$ cat config.mk
export PLATFORM = sky130hd
export DESIGN_NAME = ddc_accumulator
export DESIGN_NICKNAME = d
export VERILOG_FILES = /design/src/rtl/ddc_accumulator.sv
export SDC_FILE = /design/constraint.sdc
export NUM_CORES = 1
export LEC_CHECK = 0
export ABC_AREA = 1
export CAP_MARGIN = 20
export CORE_MARGIN = 2
export CORE_UTILIZATION = 45
export DETAILED_ROUTE_END_ITERATION = 8
export GPL_ROUTABILITY_DRIVEN = 0
export GPL_TIMING_DRIVEN = 0
export PLACE_DENSITY_LB_ADDON = 0.12
export SETUP_SLACK_MARGIN = 0.1
export SLEW_MARGIN = 20
export SYNTH_ARGS = -nofsm -noshare
export SYNTH_HDL_FRONTEND = slang
export SYNTH_SLANG_ARGS = --single-unit
$ cat constraint.sdc
create_clock -name clk -period 15.8 [get_ports clk]
set_clock_uncertainty 0.15 [all_clocks]
set_input_delay 3.16 -clock clk [delete_from_list [all_inputs] [get_ports clk]]
set_output_delay 3.16 -clock clk [all_outputs]
set_load 0.1 [all_outputs]
$ cat src/rtl/ddc_accumulator.sv
// ddc_accumulator: integrate-and-dump decimator for the DDC I/Q stream.
// Sums acc_len+1 valid samples per channel, scales by an arithmetic right
// shift and presents one {Q, I} word per frame on a ready/valid output.
// Frames that arrive while the output register is blocked are dropped and
// counted. Build option DDC_ACC_SATURATE_EN selects clamping of the scaled
// result (with a sticky overflow flag) instead of two's-complement wrap.
module ddc_accumulator #(
    parameter int IN_W  = 29,
    parameter int LEN_W = 16,
    parameter int OUT_W = 32
) (
    input  logic             clk,
    input  logic             rst_n,
    input  logic             enable,
    input  logic [LEN_W-1:0] acc_len,
    input  logic [4:0]       shift,
    input  logic             valid_in,
    input  logic [63:0]      ddc_in,
    output logic             m_valid,
    input  logic             m_ready,
    output logic [63:0]      m_data,
    output logic [31:0]      frame_cnt,
    output logic [15:0]      drop_cnt,
    output logic             overflow
);

    // Wide enough to hold 2^LEN_W full-scale samples without wrapping.
    localparam int ACC_W = IN_W + LEN_W;

    typedef enum logic {IDLE, ACCUM} state_t;

    state_t                   state;
    logic [LEN_W-1:0]         cnt;
    logic [LEN_W-1:0]         len_lat;
    logic [4:0]               shift_lat;

    logic signed [IN_W-1:0]   samp_i;
    logic signed [IN_W-1:0]   samp_q;
    logic signed [ACC_W-1:0]  ext_i;
    logic signed [ACC_W-1:0]  ext_q;
    logic signed [ACC_W-1:0]  acc_i;
    logic signed [ACC_W-1:0]  acc_q;
    logic signed [ACC_W-1:0]  frame_i;
    logic signed [ACC_W-1:0]  frame_q;

    logic                     first;
    logic                     take;
    logic                     last;
    logic [LEN_W-1:0]         len_eff;
    logic [4:0]               shift_eff;

    logic signed [ACC_W-1:0]  sum_i_p0;
    logic signed [ACC_W-1:0]  sum_q_p0;
    logic [4:0]               sh_p0;
    logic                     vld_p0;

    logic signed [ACC_W-1:0]  scaled_i;
    logic signed [ACC_W-1:0]  scaled_q;
    logic signed [OUT_W-1:0]  red_i;
    logic signed [OUT_W-1:0]  red_q;

    logic signed [OUT_W-1:0]  sc_i_p1;
    logic signed [OUT_W-1:0]  sc_q_p1;
    logic                     vld_p1;

    logic                     load;
    logic                     unused_bits;

    assign samp_i      = ddc_in[IN_W-1:0];
    assign samp_q      = ddc_in[32+IN_W-1:32];
    assign unused_bits = ^{ddc_in[63:32+IN_W], ddc_in[31:IN_W]};

    assign ext_i = {{LEN_W{samp_i[IN_W-1]}}, samp_i};
    assign ext_q = {{LEN_W{samp_q[IN_W-1]}}, samp_q};

    // A zero count marks the first sample of a frame: that sample loads the
    // accumulator and supplies the frame's length and shift, so a frame of
    // one sample (acc_len = 0) must already use the live inputs.
    assign first     = (cnt == '0);
    assign len_eff   = first ? acc_len : len_lat;
    assign shift_eff = first ? shift : shift_lat;
    assign take      = (state == ACCUM) && enable && valid_in;
    assign last      = take && (cnt == len_eff);
    assign frame_i   = first ? ext_i : acc_i + ext_i;
    assign frame_q   = first ? ext_q : acc_q + ext_q;

    assign scaled_i = sum_i_p0 >>> sh_p0;
    assign scaled_q = sum_q_p0 >>> sh_p0;

`ifdef DDC_ACC_SATURATE_EN
    function automatic logic is_clip(input logic signed [ACC_W-1:0] v);
        return !((&v[ACC_W-1:OUT_W-1]) || !(|v[ACC_W-1:OUT_W-1]));
    endfunction

    function automatic logic signed [OUT_W-1:0] sat_out(input logic signed [ACC_W-1:0] v);
        if (!is_clip(v))
            return v[OUT_W-1:0];
        else if (v[ACC_W-1])
            return {1'b1, {(OUT_W-1){1'b0}}};
        else
            return {1'b0, {(OUT_W-1){1'b1}}};
    endfunction

    assign red_i = sat_out(scaled_i);
    assign red_q = sat_out(scaled_q);

    // Sticky flag: any clamp on either channel since reset.
    always_ff @(posedge clk or negedge rst_n) begin
        if (!rst_n)
            overflow <= 1'b0;
        else if (vld_p0 && (is_clip(scaled_i) || is_clip(scaled_q)))
            overflow <= 1'b1;
    end
`else
    logic unused_hi;

    assign red_i     = scaled_i[OUT_W-1:0];
    assign red_q     = scaled_q[OUT_W-1:0];
    assign unused_hi = ^{scaled_i[ACC_W-1:OUT_W], scaled_q[ACC_W-1:OUT_W]};
    assign overflow  = 1'b0;
`endif

    // The output register takes a new word when empty or emptying this cycle.
    assign load = vld_p1 && (!m_valid || m_ready);

    // Control path: run state, frame counter, latched settings, valid
    // pipeline, output handshake and statistics.
    always_ff @(posedge clk or negedge rst_n) begin
        if (!rst_n) begin
            state     <= IDLE;
            cnt       <= '0;
            len_lat   <= '0;
            shift_lat <= '0;
            vld_p0    <= 1'b0;
            vld_p1    <= 1'b0;
            m_valid   <= 1'b0;
            m_data    <= '0;
            frame_cnt <= '0;
            drop_cnt  <= '0;
        end else begin
            case (state)
                IDLE: begin
                    cnt <= '0;
                    if (enable)
                        state <= ACCUM;
                end
                ACCUM: begin
                    if (!enable) begin
                        state <= IDLE;
                        cnt   <= '0;
                    end else if (take) begin
                        cnt <= last ? '0 : cnt + 1'b1;
                        if (first) begin
                            len_lat   <= acc_len;
                            shift_lat <= shift;
                        end
                    end
                end
                default: state <= IDLE;
            endcase

            // sum -> scale -> output stage boundaries
            vld_p0 <= last;
            vld_p1 <= vld_p0;

            if (load) begin
                m_valid <= 1'b1;
                m_data  <= {sc_q_p1, sc_i_p1};
            end else if (m_ready) begin
                m_valid <= 1'b0;
            end

            if (m_valid && m_ready)
                frame_cnt <= frame_cnt + 32'd1;

            if (vld_p1 && !load && (drop_cnt != 16'hFFFF))
                drop_cnt <= drop_cnt + 16'd1;
        end
    end

    // Datapath: accumulators, frame sum (p0) and scaled result (p1).
    always_ff @(posedge clk) begin
        if ((state == ACCUM) && !enable) begin
            acc_i <= '0;
            acc_q <= '0;
        end else if (take) begin
            acc_i <= frame_i;
            acc_q <= frame_q;
        end

        if (last) begin
            sum_i_p0 <= frame_i;
            sum_q_p0 <= frame_q;
            sh_p0    <= shift_eff;
        end

        if (vld_p0) begin
            sc_i_p1 <= red_i;
            sc_q_p1 <= red_q;
        end
    end

endmodule

==> results.sh <==
export IMPL_ys_warn_count=0
export IMPL_syn_to_final_growth_pct=17.0
export IMPL_track_usage_pct=28.7
export IMPL_status="finished clean"
export IMPL_path_class="in -> reg"
export IMPL_syn_nets=3970
export IMPL_synth_largest_area_cell="edfxtp_1"
export IMPL_critical_path_top_delay_family="buffers and inverters"
export IMPL_dieArea_um2=62200
export IMPL_tns_ns=0
export IMPL_num_vias=26300
export IMPL_firstDrtPassIters=8
export IMPL_setup_viol=0
export IMPL_core_area_um2=59200
export IMPL_async_reset_ff_share_pct=38.1
export IMPL_syn_area_um2=27100
export IMPL_ys_top_cells_by_area="edfxtp_1 18%, nand2_1 15%, dfrtp_1 14%, inv_1 6.7%, dfxtp_1 6.7%"
export IMPL_finalHoldViolCount=0
export IMPL_grt_max_degree=100
export IMPL_wirelength_um=90300
export IMPL_hold_buffers=0
export IMPL_power_density_nw_per_um2=88.8
export IMPL_synth_cells=3786
export IMPL_final_nets=4218
export IMPL_drv_slew=0
export IMPL_dpl_hpwl_um=72200
export IMPL_vias_per_cell=5.42
export IMPL_ios=204
export IMPL_fin_crit_ns=7.23
export IMPL_grt_pass1_wl_um=141000
export IMPL_critPathBufInv=7
export IMPL_layout_drive_gt1_share_pct=5.40
export IMPL_worstPathRequired_ns=15.94
export IMPL_fin_crit_sh_pct=45.8
export IMPL_max_vdd_ir_drop_mv=0.0667
export IMPL_clk_insertion_delay_late_ns=0.60
export IMPL_cts_buffers=45
export IMPL_fp_row_count=89
export IMPL_post_cts_setup_buffer_count=0
export IMPL_htree_num_levels=2
export IMPL_rsz0062_at_grt="no"
export IMPL_synth_seq_cells=402
export IMPL_end_kind="flip-flop"
export IMPL_ctsResizeCount=0
export IMPL_power_switching_w=0.000863
export IMPL_avgSynthCellArea_um2=7.16
export IMPL_gr_total_overflow=0
export IMPL_cp_cell_sequence="clkdlybuf4s50_1, inv_1, nor3_2, inv_1, clkbuf_1, nor2_1, a21oi_1, nor3_1, nand3_1, nor2_4, buf_16, buf_12, buf_12"
export IMPL_detail_route_antenna_nets=0
export IMPL_grt_pass1_vias=24500
export IMPL_comb_power_share_pct=20.4
export IMPL_final_common_cell="nand2_1"
export IMPL_tightest_slew_ns=1.07
export IMPL_cp_max_fo=29
export IMPL_intPower_w=0.00195
export IMPL_synth_top_area_share_pct=17.6
export IMPL_worstPathArrival_ns=7.37
export IMPL_cts_root_buf="clkbuf_16"
export IMPL_hold_path_class="reg -> reg"
export IMPL_io_buffers=196
export IMPL_synth_edf_count=159
export IMPL_cts_tree="done"
export IMPL_max_stage_delay_ns=0.87
export IMPL_switching_share_pct=30.7
export IMPL_ys_flop_type="edfxtp_1"
export IMPL_cts_sinks=402
export IMPL_mostFrequentLayoutCells="1083 x nand2_1, 481 x inv_1, 340 x o21ai_0, 335 x nand3_1, 228 x nor2_1"
export IMPL_crit_path_top_delay_cell="nor3_2"
export IMPL_seqPwrFrac_pct=41.0
export IMPL_finalPower_w=0.00281
export IMPL_diodes=0
export IMPL_antenna_found_initial=2
export IMPL_p_leak_nw=15.0
export IMPL_path_clk_slew_ns=0.06
export IMPL_die_width_um=249
export IMPL_start_kind="input port"
export IMPL_drtIter0Drc=2365
export IMPL_synth_cell_types=54
export IMPL_cts_path_max_buffers=3
export IMPL_max_cap_violations=0
export IMPL_synth_sequential_area_ratio_pct=38.4
export IMPL_wl_per_cell_um=18.6
export IMPL_start_util_pct=45.7
export IMPL_pwr_share_clk_pct=38.6
export IMPL_die_h_um=249
export IMPL_drc=0
export IMPL_max_freq_ghz=0.138
export IMPL_relSlewSlack_pct=28.4
==> power by group through the flow <==
stage               clock network, W  registers (W)  logic, W
CTS                          0.00111        0.00115  0.000564
detailed placement                 0        0.00117  0.000562
global placement                   0        0.00117  0.000556
finish                       0.00109        0.00115  0.000575
floorplan                          0        0.00117  0.000381
global route                 0.00115        0.00116  0.000645
==> worst reg2reg max path: stages, from the launching register on <==
cell and delay (ns):
dfrtp_1 0.32, inv_1 0.07, nor3_2 0.85, inv_1 0.37, clkbuf_1 0.51, nor2_1 0.28, a21oi_1 0.06, nor3_1 0.17
nand3_1 0.15, nor2_4 0.50, buf_16 0.26, buf_12 0.22, buf_12 0.22
==> cell usage after synthesis (4+ instances only) <==
master and count:
nand2_1 1083, inv_1 481, o21ai_0 340, nand3_1 335, nor2_1 230, a21oi_1 224
edfxtp_1 159, dfrtp_1 153, clkbuf_1 121, ha_1 92, dfxtp_1 90, mux2_2 64
xor2_1 60, mux2i_1 36, nor3_1 30, xnor2_1 29, nand3b_1 25, nand4_1 25
o211ai_1 24, a31oi_1 17, o21ai_1 16, or2_2 16, a22oi_1 15, buf_1 14
o21bai_1 14, buf_2 11, buf_6 9, nand3_2 9, nor2_2 7, a21boi_0 5
and2_1 5, nand2_2 4, o21a_1 4, o22ai_1 4
==> worst paths after layout <==
check | start | endpoint | slack [ns] | cells after the start
max | enable | sum_i_p0[44] | 8.57 | 13
max in group asynchronous | rst_n | m_data[37] | 12.31 | 2
min reg2reg | sc_q_p1[18] | m_data[50] | 0.32 | 1
max reg2reg | state | sum_i_p0[44] | 11.36 | 12
min in group asynchronous | rst_n | drop_cnt[5] | 2.34 | 1
min | sc_q_p1[18] | m_data[50] | 0.32 | 1
==> area by class of cell <==
cell class | instances | area, um^2
Buffer | 158 | 686
Fill cell | 5848 | 27600
Clock buffer | 58 | 1200
Inverter | 487 | 1830
Tap cell | 773 | 967
Multi-Input combinational cell | 2739 | 14200
Timing Repair Buffer | 201 | 2090
Clock inverter | 26 | 323
Sequential cell | 402 | 10400
==> per-layer routing <==
metal	routed length, um	GRT usage (%)
met5	54	0
met4	3460	11.0
met1	39900	39.7
met2	40100	46.1
met3	6760	3.47
==> stage by stage <==
stage / instance area [um^2] / std cells / setup slack (ns) / hold WS [ns] / util, %
final: 31700 / 4844 / 8.57 / 0.317 / 53.5
after global placement: 30000 / 4755 / 3.58 / 0.307 / 50.7
after CTS: 31700 / 4844 / 8.67 / 0.321 / 53.5
after floorplan: 27100 / 3786 / 6.76 / 0.298 / -
after global routing: 31700 / 4844 / 8.44 / 0.332 / 53.5
after detailed placement: 30200 / 4760 / 8.08 / 0.314 / 50.9
==> sequential cells by signal, indices dropped and copies added, names as in the netlist <==
signal,flops
acc_i,45
acc_q,45
cnt,16
drop_cnt,16
frame_cnt,32
len_lat,16
m_data,64
m_valid,1
sc_i_p1,32
sc_q_p1,32
sh_p0,5
shift_lat,5
state,1
sum_i_p0,45
sum_q_p0,45
vld_p0,1
vld_p1,1
==> kinds of logic (layout without fill, tap and decap cells) <==
logic type | after synthesis | count (layout) | share of synthesized area [%]
mux | 100 | 100 | 3.99
xor+xnor | 89 | 89 | 2.88
flops | 402 | 402 | 38.4
buf+inv | 645 | 930 | 9.28
compound gates | 669 | 669 | 13.1
other cells | 1 | 1 | 0.0138
fa+ha+maj | 94 | 94 | 4.40
simple gates | 1786 | 1786 | 27.9
No activity file was read; power rests on OpenSTA's default activity.
